### config.mk
export PLATFORM = sky130hd
export DESIGN_NAME = minmax_argmin_stream_flat
export DESIGN_NICKNAME = d
export VERILOG_FILES = /design/src/rtl/sgbm_minmax_pkg.sv /design/src/rtl/minmax_argmin_stream_if.sv /design/src/rtl/minmax_argmin_stream_lane_reduce.sv /design/src/rtl/minmax_argmin_stream.sv /design/src/flat_wrapper.sv
export SDC_FILE = /design/constraint.sdc
export NUM_CORES = 1
export LEC_CHECK = 0
export ABC_AREA = 1
export CAP_MARGIN = 20
export CELL_PAD_IN_SITES_DETAIL_PLACEMENT = 2
export CELL_PAD_IN_SITES_GLOBAL_PLACEMENT = 2
export CORE_MARGIN = 4
export CORE_UTILIZATION = 34
export CTS_CLUSTER_SIZE = 8
export DETAILED_ROUTE_END_ITERATION = 10
export GPL_TIMING_DRIVEN = 0
export PLACE_DENSITY = 0.77
export REMOVE_ABC_BUFFERS = 1
export SETUP_SLACK_MARGIN = 0.15
export SLEW_MARGIN = 0
export SYNTH_ARGS = -nofsm -noshare
export SYNTH_HDL_FRONTEND = slang
export SYNTH_SLANG_ARGS = --single-unit
export TNS_END_PERCENT = 50
### constraint.sdc
create_clock -name clk -period 4.16 [get_ports clk]
set_input_delay 0.832 -clock clk [delete_from_list [all_inputs] [get_ports clk]]
set_output_delay 0.832 -clock clk [all_outputs]
set_load 0.02 [all_outputs]
### src/rtl/sgbm_minmax_pkg.sv
// rtl/sgbm_minmax_pkg.sv - shared min/min2/max/argmin record and merge function.
// Record widths are the package localparams; module Width/IdxWidth must match them.
package sgbm_minmax_pkg;

   localparam int MM_WIDTH     = 8;
   localparam int MM_IDX_WIDTH = 8;

   localparam logic [MM_WIDTH-1:0] MM_INF = '1;

   typedef struct packed {
      logic [MM_WIDTH-1:0]     min;
      logic [MM_WIDTH-1:0]     min2;
      logic [MM_WIDTH-1:0]     max;
      logic [MM_IDX_WIDTH-1:0] argmin;
   } minmax_rec_t;

   // a is always the lower-index side, so ties keep a's index and min2 may equal min
   function automatic minmax_rec_t merge_minmax(input minmax_rec_t a, input minmax_rec_t b);
      minmax_rec_t r;
      if (b.min < a.min) begin
         r.min    = b.min;
         r.argmin = b.argmin;
         r.min2   = (a.min < b.min2) ? a.min : b.min2;
      end else begin
         r.min    = a.min;
         r.argmin = a.argmin;
         r.min2   = (a.min2 < b.min) ? a.min2 : b.min;
      end
      r.max = (b.max > a.max) ? b.max : a.max;
      return r;
   endfunction

   // A lone element has no second value yet; the sentinel never beats a real one
   function automatic minmax_rec_t leaf_rec(input logic [MM_WIDTH-1:0] v,
                                            input logic [MM_IDX_WIDTH-1:0] idx);
      minmax_rec_t r;
      r.min    = v;
      r.min2   = MM_INF;
      r.max    = v;
      r.argmin = idx;
      return r;
   endfunction

   function automatic minmax_rec_t pad_rec();
      minmax_rec_t r;
      r.min    = MM_INF;
      r.min2   = MM_INF;
      r.max    = '0;
      r.argmin = '0;
      return r;
   endfunction

endpackage

### src/rtl/minmax_argmin_stream_if.sv
// rtl/minmax_argmin_stream_if.sv - beat input and result output handshake bundle.
interface minmax_argmin_stream_if #(
   parameter int Width    = 8,
   parameter int Lanes    = 4,
   parameter int IdxWidth = 8
);
   logic                   i_valid;
   logic                   i_ready;
   logic [Lanes*Width-1:0] i_data;
   logic                   i_last;
   logic                   o_valid;
   logic                   o_ready;
   logic [Width-1:0]       o_min;
   logic [Width-1:0]       o_min2;
   logic [Width-1:0]       o_max;
   logic [IdxWidth-1:0]    o_argmin;
   logic [IdxWidth:0]      o_count;

   modport master (
      output i_valid, i_data, i_last, o_ready,
      input  i_ready, o_valid, o_min, o_min2, o_max, o_argmin, o_count
   );

   modport slave (
      input  i_valid, i_data, i_last, o_ready,
      output i_ready, o_valid, o_min, o_min2, o_max, o_argmin, o_count
   );
endinterface

### src/rtl/minmax_argmin_stream_lane_reduce.sv
// rtl/minmax_argmin_stream_lane_reduce.sv - combinational log2(Lanes) merge tree over one beat.
module minmax_lane_reduce
   import sgbm_minmax_pkg::*;
#(
   parameter int Width    = MM_WIDTH,
   parameter int Lanes    = 4,
   parameter int IdxWidth = MM_IDX_WIDTH
) (
   input  logic [Lanes*Width-1:0] data,
   output logic [Width-1:0]       min,
   output logic [Width-1:0]       min2,
   output logic [Width-1:0]       max,
   output logic [IdxWidth-1:0]    lane
);

   localparam int Depth  = $clog2(Lanes);
   localparam int Leaves = 1 << Depth;

   minmax_rec_t t [Leaves];

   // In-place pairwise tree: t[i] always holds the lower-index half, so ties favour lower lanes
   always_comb begin
      for (int k = 0; k < Leaves; k++) begin
         if (k < Lanes) begin
            t[k] = leaf_rec(MM_WIDTH'(data[k*Width +: Width]), MM_IDX_WIDTH'(k));
         end else begin
            t[k] = pad_rec();
         end
      end
      for (int s = 1; s < Leaves; s = s * 2) begin
         for (int i = 0; i + s < Leaves; i = i + 2 * s) begin
            t[i] = merge_minmax(t[i], t[i+s]);
         end
      end
   end

   assign min  = t[0].min;
   assign min2 = t[0].min2;
   assign max  = t[0].max;
   assign lane = t[0].argmin;

endmodule

### src/rtl/minmax_argmin_stream.sv
// rtl/minmax_argmin_stream.sv - streaming group min/min2/max/argmin: lane reduce, accumulate, output.
module minmax_argmin_stream
   import sgbm_minmax_pkg::*;
#(
   parameter int Width    = MM_WIDTH,
   parameter int Lanes    = 4,
   parameter int IdxWidth = MM_IDX_WIDTH
) (
   input logic                    clk,
   input logic                    rst_n,
   minmax_argmin_stream_if.slave  bus
);

   localparam logic [IdxWidth+1:0] CNT_CAP = (IdxWidth+2)'(1) << IdxWidth;

   logic [1:0] rst_sync;
   logic       rst_int_n;

   // Reset asserts asynchronously everywhere but releases two edges later
   always_ff @(posedge clk or negedge rst_n) begin
      if (!rst_n) begin
         rst_sync <= '0;
      end else begin
         rst_sync <= {rst_sync[0], 1'b1};
      end
   end
   assign rst_int_n = rst_sync[1];

   logic en;
   logic accept;

   assign en          = !bus.o_valid || bus.o_ready;
   assign bus.i_ready = en;
   assign accept      = bus.i_valid && en;

   logic [Width-1:0]    r_min;
   logic [Width-1:0]    r_min2;
   logic [Width-1:0]    r_max;
   logic [IdxWidth-1:0] r_lane;

   minmax_lane_reduce #(
      .Width    (Width),
      .Lanes    (Lanes),
      .IdxWidth (IdxWidth)
   ) u_lane_reduce (
      .data (bus.i_data),
      .min  (r_min),
      .min2 (r_min2),
      .max  (r_max),
      .lane (r_lane)
   );

   logic [IdxWidth-1:0] base_idx;
   minmax_rec_t         beat_rec;

   always_comb begin
      beat_rec.min    = r_min;
      beat_rec.min2   = r_min2;
      beat_rec.max    = r_max;
      beat_rec.argmin = base_idx + r_lane;
   end

   logic        s1_valid;
   logic        s1_last;
   minmax_rec_t s1_rec;

   always_ff @(posedge clk or negedge rst_int_n) begin
      if (!rst_int_n) begin
         s1_valid <= 1'b0;
         s1_last  <= 1'b0;
         s1_rec   <= '0;
         base_idx <= '0;
      end else if (en) begin
         s1_valid <= accept;
         if (accept) begin
            s1_last  <= bus.i_last;
            s1_rec   <= beat_rec;
            base_idx <= bus.i_last ? '0 : base_idx + IdxWidth'(Lanes);
         end
      end
   end

   logic                acc_valid;
   minmax_rec_t         acc_rec;
   logic [IdxWidth:0]   acc_count;
   minmax_rec_t         merged;
   logic [IdxWidth+1:0] cnt_sum;
   logic [IdxWidth:0]   cnt_next;

   // An empty accumulator takes the beat as-is; overlong groups pin the count at 2^IdxWidth
   always_comb begin
      merged  = acc_valid ? merge_minmax(acc_rec, s1_rec) : s1_rec;
      cnt_sum = {1'b0, acc_count} + (IdxWidth+2)'(Lanes);
      if (!acc_valid) begin
         cnt_next = (IdxWidth+1)'(Lanes);
      end else if (cnt_sum > CNT_CAP) begin
         cnt_next = CNT_CAP[IdxWidth:0];
      end else begin
         cnt_next = cnt_sum[IdxWidth:0];
      end
   end

   always_ff @(posedge clk or negedge rst_int_n) begin
      if (!rst_int_n) begin
         acc_valid    <= 1'b0;
         acc_rec      <= '0;
         acc_count    <= '0;
         bus.o_valid  <= 1'b0;
         bus.o_min    <= '0;
         bus.o_min2   <= '0;
         bus.o_max    <= '0;
         bus.o_argmin <= '0;
         bus.o_count  <= '0;
      end else if (en) begin
         bus.o_valid <= s1_valid && s1_last;
         if (s1_valid) begin
            if (s1_last) begin
               bus.o_min    <= merged.min;
               bus.o_min2   <= merged.min2;
               bus.o_max    <= merged.max;
               bus.o_argmin <= merged.argmin;
               bus.o_count  <= cnt_next;
               acc_valid    <= 1'b0;
            end else begin
               acc_rec   <= merged;
               acc_count <= cnt_next;
               acc_valid <= 1'b1;
            end
         end
      end
   end

endmodule

### src/flat_wrapper.sv
// flat-port wrapper written by rule: the top's interface ports become plain ports
module minmax_argmin_stream_flat import sgbm_minmax_pkg::*;
#(
   parameter int Width    = MM_WIDTH,
   parameter int Lanes    = 4,
   parameter int IdxWidth = MM_IDX_WIDTH
)
  (clk, rst_n, bus_i_valid, bus_i_data, bus_i_last, bus_o_ready, bus_i_ready, bus_o_valid, bus_o_min, bus_o_min2, bus_o_max, bus_o_argmin, bus_o_count);
  minmax_argmin_stream_if #(.Width(Width), .Lanes(Lanes), .IdxWidth(IdxWidth)) bus_i ();
  input logic clk;
  input logic rst_n;
  input wire logic [$bits(bus_i.i_valid)-1:0] bus_i_valid;
  input wire logic [$bits(bus_i.i_data)-1:0] bus_i_data;
  input wire logic [$bits(bus_i.i_last)-1:0] bus_i_last;
  input wire logic [$bits(bus_i.o_ready)-1:0] bus_o_ready;
  output wire logic [$bits(bus_i.i_ready)-1:0] bus_i_ready;
  output wire logic [$bits(bus_i.o_valid)-1:0] bus_o_valid;
  output wire logic [$bits(bus_i.o_min)-1:0] bus_o_min;
  output wire logic [$bits(bus_i.o_min2)-1:0] bus_o_min2;
  output wire logic [$bits(bus_i.o_max)-1:0] bus_o_max;
  output wire logic [$bits(bus_i.o_argmin)-1:0] bus_o_argmin;
  output wire logic [$bits(bus_i.o_count)-1:0] bus_o_count;
  assign bus_i.i_valid = bus_i_valid;
  assign bus_i.i_data = bus_i_data;
  assign bus_i.i_last = bus_i_last;
  assign bus_i.o_ready = bus_o_ready;
  assign bus_i_ready = bus_i.i_ready;
  assign bus_o_valid = bus_i.o_valid;
  assign bus_o_min = bus_i.o_min;
  assign bus_o_min2 = bus_i.o_min2;
  assign bus_o_max = bus_i.o_max;
  assign bus_o_argmin = bus_i.o_argmin;
  assign bus_o_count = bus_i.o_count;
  minmax_argmin_stream #(.Width(Width), .Lanes(Lanes), .IdxWidth(IdxWidth)) u_core (.clk(clk), .rst_n(rst_n), .bus(bus_i));
endmodule
After elaboration in Yosys (flattened, before gate mapping)
Index checks and enable logic that the tools add are counted.
W data, S select, Z words.
- bits in registers: 128
- output and inout port bits: 43
- word-level logic and storage cells: 74
- bitwise operators: 1
- mux-type cells: 25
- add/subtract/negate cells: 3
- reduce and logical (&&, ||, !) cells: 8
- $lt $le $gt $ge: 17
- operator list (operator ; number):
    $mux W8 ; 15
    $lt A8 B8 Y1 ; 8
    $mux W16 ; 4
    $gt A8 B8 Y1 ; 4
    $mux W32 ; 1
    $mux W9 ; 2
    $lt A8 B8 Y1 const A ; 2
    $lt A8 B8 Y1 const B ; 2
    $add A9 B3 Y10 const B ; 1
    $gt A10 B9 Y1 const B ; 1
    $add A8 B3 Y8 const B ; 1
    $add A8 B8 Y8 ; 1
    $reduce_and A3 Y1 ; 2
    $reduce_and A2 Y1 ; 2
    $mux W1 ; 3
    $logic_and A1 B1 Y1 ; 2
    $logic_not A1 Y1 ; 1
    $logic_or A1 B1 Y1 ; 1
    $not A1 Y1 ; 1

Logic depth before layout (Yosys ltp)
Gate-level depths: netlist of the first run.
- word-level depth: 6
- gate-level depth with buffers: 27
- gate-level depth less buffers: 24

Modules after synthesis
A second synthesis of the first run with hierarchy kept.
- cell total of the unflattened synthesis: 1215
- area total of the unflattened synthesis: 8916.1 µm²
- modules (own cells, without submodules) (module ; times used ; area each (µm²) ; cells each):
    minmax_argmin_stream ; 1 ; 6536.3 ; 795
    minmax_lane_reduce ; 1 ; 2379.8 ; 420

Worst setup path after synthesis of the first run
OpenSTA, ideal clock, no wires.
- path kind: input to register
- from: input port bus_i_data[23]
- to: register u_core.s1_rec[16] (netlist name)
- slack: 0.177 ns
- arrival: 3.865 ns
- stages: 18
- setup time: 0.117 ns
- required time: 4.043 ns
- path through: inv_1 -> ha_1 -> a21o_1 -> nor2_4 -> nand2_4 -> buf_6 -> buf_2 -> o21ai_0 -> inv_1 -> ha_1 -> a21oi_1 -> nor2_1 -> a211oi_1 -> nand2_1 -> nand2_1 -> nand3_1 -> nand3_1 -> nand2_1
- word-level cells in the longest chain between the ends: 6
- RTL lines (what ; RTL line ; source):
    start: declaration ; flat_wrapper.sv:13 ; input wire logic [$bits(bus_i.i_data)-1:0] bus_i_data;
    $lt A8 B8 Y1 ; sgbm_minmax_pkg.sv:23 ; r.min2 = (a.min < b.min2) ? a.min : b.min2;
    $mux W8 ; sgbm_minmax_pkg.sv:23 ;
    $mux W16 (*) ; sgbm_minmax_pkg.sv:20 ; if (b.min < a.min) begin
    $lt A8 B8 Y1 ; sgbm_minmax_pkg.sv:23 ;
    $mux W8 ; sgbm_minmax_pkg.sv:23 ;
    $mux W16 (*) ; sgbm_minmax_pkg.sv:20 ;
    end signal: assignment ; minmax_argmin_stream.sv:77 ; s1_rec <= beat_rec;
    end: declaration ; minmax_argmin_stream.sv:65 ; minmax_rec_t s1_rec;
Every way passes the cells marked *; elsewhere a longest branch is shown, timed or not.
A chain may end at the register's enable or synchronous reset.

==> results of run 1 <==
-- through the flow --
stage                     utilization  cells
after floorplan                     -   1094
after global placement          0.385   1497
after detailed placement        0.390   1504
after CTS                       0.427   1548
after global routing            0.445   1569
final                           0.445   1569
-- path summary, 6_finish.rpt --
kind / start / end / slack (ns)
min in group asynchronous: u_core.rst_sync[1] / u_core.bus.o_min2[6] / 0.43
max reg2reg: u_core.acc_rec[25] / u_core.acc_rec[29] / 1.25
min reg2reg: u_core.rst_sync[0] / u_core.rst_sync[1] / 0.35
max: bus_i_data[11] / u_core.s1_rec[1] / 0.11
max in group asynchronous: u_core.rst_sync[1] / u_core.s1_rec[10] / 2.89
min: u_core.rst_sync[0] / u_core.rst_sync[1] / 0.35
-- cell usage after synthesis, types with 2 or more instances --
cell        n
nand2_4     5
nor2_4      2
nand3_1    93
xor2_1      5
buf_2       3
nor3_1      4
nand2_1   339
nand4_1     5
dfrtp_1   126
a21o_1      4
o21ai_2     2
nand3b_1    2
buf_6       4
o21bai_1    2
clkbuf_1   27
a211oi_1    4
o21ai_0   149
conb_1      2
nand2_2    15
a21oi_1    30
ha_1       76
o21ai_1    11
o21a_1      2
nor2_2      3
buf_4       7
o211ai_1   26
nor2_1     34
inv_2       2
inv_1     144
-- kinds of logic after synthesis --
family                     synth area share
adders and majority gates             0.113
DFF                                   0.376
other                              0.000896
buffers and inverters                0.0914
xor gates and xnor gates            0.00627
AOI/OAI and AO/OA                     0.157
and+or+nand+nor                       0.255
-- state kept, by name (all words and copies together) (netlist names), 2 cells and up --
signal	count
u_core.acc_count	9
u_core.acc_rec	32
u_core.base_idx	6
u_core.bus.o_argmin	8
u_core.bus.o_count	9
u_core.bus.o_max	8
u_core.bus.o_min	8
u_core.bus.o_min2	8
u_core.rst_sync	2
u_core.s1_rec	32
-- critical path: stages --
cell,delay [ns]
clkdlybuf4s50_1,0.64
ha_4,0.27
nand2_4,0.09
inv_1,0.05
nand2_1,0.08
nand2_1,0.11
nand2_4,0.15
nand2_8,0.09
buf_4,0.15
o21ai_1,0.33
inv_1,0.12
ha_1,0.31
inv_1,0.06
o21bai_1,0.15
inv_1,0.07
nand2_2,0.10
a21boi_4,0.07
buf_12,0.15
ha_1,0.29
nand2_1,0.08
o21ai_0,0.10
-- per-layer routing --
metal	GRT usage	vias up	part of all wire
met5	0	-	0
met1	0.270	4180	0.44
met4	0.0601	0	0.022
met2	0.377	134	0.51
met3	0.0309	49	0.025
li1	-	3914	-
-- area by class of cell --
class | instances | area (µm²)
fillers | 2761 | 13500
multi-input cells | 826 | 4890
inverters | 146 | 553
clock buffers | 22 | 454
clock inverters | 10 | 163
repair inverters | 1 | 5.00
well taps | 324 | 405
flip-flops and latches | 126 | 3160
repair buffers | 114 | 1190
-- repair_timing --
action                                  4_1_cts  5_1_grt
gates cloned                                  3        2
setup buffers                                 9       17
gates resized for setup                      55       56
pin swaps                                     6       18
endpoints found under the setup margin       26       26
-- power breakdown --
part | internal [W] | total (W) | switching (W) | leakage [nW]
sequential | 0.00170 | 0.00206 | 0.000365 | 1.58
clock | 0.00102 | 0.00162 | 0.000596 | 0.295
combinational | 0.00142 | 0.00378 | 0.00236 | 3.46
==> impl_metrics.py, run 1 <==
metrics = {
    "logic_synthesis": {
        "async_reset_ff_frac": 1.00,
        "yosysTopAreaCellShare": 0.376,
        "ys_ff_latch": 126,
        "synth_flop_cell": "dfrtp_1",
        "synth_seq_area_share": 0.376,
        "syn_avg_cell_area_um2": 7.38,
        "netlist_area_mm2": 0.00838,
        "synth_area_leaders": "dfrtp_1 (38%), nand2_1 (15%), ha_1 (11%), o21ai_0 (8.9%), inv_1 (6.4%)",
        "ys_warn_count": 0,
        "yosysUniqueCellTypes": 37,
        "synth_edf_count": 0,
        "syn_inst": 1136,
        "yosysTopAreaCell": "dfrtp_1",
    },
    "flow_run": {
        "drv_cap": 0,
    },
    "die": {
        "die_h_um": 165,
        "placementRows": 57,
        "die_area_mm2": 0.0272,
        "core_mm2": 0.0243,
        "die_x_um": 165,
        "ios": 80,
        "initial_utilization": 0.345,
    },
    "critical_path": {
        "cp_data_required_time_ns": 4.44,
        "worstSetupStartpointType": "input port",
        "endpoint_kind": "flop",
        "r2r_cells": 9,
        "crit_path_max_fanout": 9,
        "worstPathArrival_ns": 4.33,
        "path_class": "input port to flop",
    },
    "global_routing": {
        "grt_pass1_vias": 8899,
        "overflow": 0,
        "grt_usage": 0.213,
        "grt_first_pass_wirelength_um": 46200,
        "grt_start_max_net_pins": 65,
        "antenna_found_initial": 0,
    },
    "timing": {
        "rsz0062_at_grt": "yes",
        "hold_viol": 0,
        "slew_headroom": 0.379,
        "setup-violations-final": 0,
        "setup_tns_ns": 0,
        "fmax_mhz": 247,
        "slew_viol_final": 0,
        "whs_ns": 0.350,
        "worstMarginPinSlew_ns": 0.929,
        "timing.final.crit_share": 0.973,
        "fin_worst_skew_ns": 0.0139,
        "setup_ws_ns": 0.111,
        "fin_crit_ns": 4.05,
    },
    "clocking": {
        "cts_buffers": 17,
        "cts_tree": "built",
        "cts_max_level": 4,
        "hold_buffers": 0,
        "cts_sinks": 126,
        "worstSkewPairLatency_ns": 0.43,
        "clk_root_buffer_cell": "clkbuf_16",
        "path_clk_slew_ns": 0.07,
        "clockBufferDepth": 2,
    },
    "routing": {
        "via_per_inst": 5.28,
        "drc": 0,
        "wl_per_cell_um": 19.3,
        "detail-route-antenna-nets": 0,
        "drt-initial-drc-count": 385,
        "wirelength_um": 30200,
        "drt-pass1-iter-count": 4,
        "vias": 8277,
    },
    "layout": {
        "final_area_mm2": 0.0108,
        "area_growth_pct": 29.0,
        "drive_gt1_frac": 0.122,
        "final_cell_mix": "nand2_1 (333), inv_1 (134), dfrtp_1 (125), o21ai_0 (121), nand3_1 (90)",
        "layout_commonest_cell": "nand2_1",
        "nNetsFinal": 1345,
        "diodes": 0,
    },
    "status": {
        "status": "finished clean",
    },
    "worst_hold_path": {
        "hold_class": "flop to flop",
        "hold_depth": 0,
    },
    "place": {
        "place.detailed.hpwl_um": 20000,
        "place_area_mm2": 0.00948,
        "post-place-ws_ns": -1.30,
        "port_buffers": 79,
        "gp_congestion": 0.784,
    },
    "power_and_ir_drop": {
        "ir_worst_vdd_mv": 0.269,
        "p_total_w": 0.00746,
        "power_density_mw_per_mm2": 690,
        "power.leakage_nw": 5.34,
    },
}
No activity file was read; power rests on OpenSTA's default activity.
==> inputs of run 2 (changes only) <==
CORE_UTILIZATION = 30   (was 34)
PLACE_DENSITY = unset   (was 0.77)
PLACE_DENSITY_LB_ADDON = 0.05   (was unset)
==> impl_metrics.py, run 2 (synthesis results as in run 1) <==
metrics = {
    "clocking": {
        "hold_buffers": 0,
        "path_clk_slew_ns": 0.07,
        "clockBufferDepth": 2,
        "cts_buffers": 17,
        "cts_sinks": 126,
        "cts_max_level": 4,
        "cts_tree": "built",
        "clk_root_buffer_cell": "clkbuf_16",
        "worstSkewPairLatency_ns": 0.43,
    },
    "place": {
        "gp_congestion": 0.799,
        "post-place-ws_ns": -1.40,
        "place.detailed.hpwl_um": 19900,
        "place_area_mm2": 0.00954,
        "port_buffers": 79,
    },
    "global_routing": {
        "overflow": 0,
        "grt_first_pass_wirelength_um": 45200,
        "grt_start_max_net_pins": 53,
        "grt_usage": 0.182,
        "grt_pass1_vias": 8482,
        "antenna_found_initial": 0,
    },
    "power_and_ir_drop": {
        "p_total_w": 0.00733,
        "p_comb_frac": 0.503,
        "pwr-share-seq": 0.278,
        "cell_internal_pwr_w": 0.00408,
        "power.leakage_nw": 5.37,
        "power.net_switching_w": 0.00325,
        "p_sw_frac": 0.444,
        "ir_worst_vdd_mv": 0.278,
        "power_density_mw_per_mm2": 675,
        "clkPwrFrac": 0.218,
    },
    "die": {
        "core_mm2": 0.0273,
        "ios": 80,
        "die_h_um": 175,
        "die_x_um": 175,
        "placementRows": 60,
        "initial_utilization": 0.308,
        "die_area_mm2": 0.0307,
    },
    "layout": {
        "diodes": 0,
        "drive_gt1_frac": 0.130,
        "top_regs": "u_core.acc_rec (32), u_core.s1_rec (32)",
        "area_growth_pct": 29.5,
        "final_area_mm2": 0.0109,
        "final_cell_mix": "nand2_1 (333), inv_1 (137), dfrtp_1 (125), o21ai_0 (115), nand3_1 (89)",
        "layout_commonest_cell": "nand2_1",
        "nNetsFinal": 1351,
        "postLayoutCoreUtil": 0.398,
    },
    "critical_path": {
        "worstSetupStartpointType": "input port",
        "crit_path_max_fanout": 10,
        "worstPathArrival_ns": 4.24,
        "cp_data_required_time_ns": 4.46,
        "endpoint_kind": "flop",
        "path_class": "input port to flop",
    },
    "timing": {
        "hold_viol": 0,
        "fmax_mhz": 254,
        "slew_headroom": 0.328,
        "whs_ns": 0.312,
        "slew_viol_final": 0,
        "timing.final.crit_share": 0.945,
        "worstMarginPinSlew_ns": 1.00,
        "setup-violations-final": 0,
        "fin_worst_skew_ns": 0.0179,
        "rsz0062_at_grt": "yes",
        "fin_crit_ns": 3.93,
        "setup_ws_ns": 0.229,
    },
    "flow_run": {
        "drv_cap": 0,
    },
    "routing": {
        "wl_met1_um": 13500,
        "route.met3.wl_um": 502,
        "vias": 7964,
        "detail-route-antenna-nets": 0,
        "via_per_inst": 4.91,
        "maxUsedRoutingLayer": "met4",
        "drt-pass1-iter-count": 4,
        "wl_per_cell_um": 17.2,
        "drt-initial-drc-count": 283,
        "wirelength_um": 27900,
        "wl_met2_um": 13400,
        "drc": 0,
    },
    "status": {
        "status": "finished clean",
    },
    "worst_hold_path": {
        "hold_class": "flop to async pin",
    },
}
[run 2: cell count changes in the layout (fill, tap and decap cells not counted), sizes merged, moves of 2 or more]
cell    change
clkbuf      -4
inv         +6
clkinv      -2
buf         +7
[run 2: per-stage QoR]
stage	setup TNS (ns)	instances
final	0	1623
after global routing	0	1623
after CTS	0	1600
after detailed placement	-29.68	1551
after global placement	-272.35	1545
after floorplan	0	1094
[run 2: routing by layer]
layer / vias to the layer above / GRT usage
met5: - / 0
met4: 0 / 0.0406
met3: 25 / 0.0236
met2: 65 / 0.309
met1: 3960 / 0.248
li1: 3914 / -
[run 2: power groups by stage]
stage | logic [W] | clock network, W | registers, W
2_1_floorplan | 0.00202 | 0 | 0.00221
3_3_place_gp | 0.00331 | 0 | 0.00207
3_5_place_dp | 0.00347 | 0 | 0.00207
4_1_cts | 0.00363 | 0.00165 | 0.00205
5_1_grt | 0.00421 | 0.00171 | 0.00213
6_report | 0.00369 | 0.00160 | 0.00204
[run 2: critical path, cell delays in order]
cell and delay [ns]:
clkdlybuf4s50_1 0.48, inv_1 0.08, ha_1 0.33, nand2_2 0.11, inv_1 0.05, nand2_1 0.06
nand2_1 0.08, nand2_4 0.13, nand2_8 0.09, buf_4 0.16, o21ai_4 0.18, inv_1 0.08
ha_1 0.32, a21oi_2 0.16, nor2_1 0.07, a211oi_2 0.26, a21boi_4 0.29, buf_12 0.15
nand3_1 0.11, nand3_1 0.13, nand2_1 0.07
[run 2: final cells by class]
cell class | instances | area (µm²)
fill | 3126 | 16400
multi-input combinational | 825 | 4830
sequential | 126 | 3160
timing repair buffer | 121 | 1230
inverter | 146 | 551
tap | 372 | 465
clock buffer | 18 | 429
clock inverter | 14 | 180
timing repair inverter | 1 | 7.51
[run 2: final timing paths]
path / start / endpoint / slack [ns] / depth (start not counted)
setup / recovery: bus_i_data[3] / u_core.s1_rec[18] / 0.23 / 21
hold / removal: u_core.rst_sync[1] / u_core.acc_rec[22] / 0.31 / 0
setup reg to reg: u_core.acc_rec[25] / u_core.bus.o_min[0] / 1.15 / 10
hold reg to reg: u_core.rst_sync[1] / u_core.acc_rec[22] / 0.31 / 0
max in group asynchronous: u_core.rst_sync[1] / u_core.base_idx[4] / 3.19 / 1
min in group clk: u_core.rst_sync[0] / u_core.rst_sync[1] / 0.35 / 0
[run 2: timing repair]
item / in CTS / in global routing
gates cloned: 4 / 0
pin swaps: 7 / 21
setup endpoints to repair: 26 / 26
setup buffers: 13 / 21
gates resized for setup: 59 / 62
hold endpoints to repair: 0 / 0
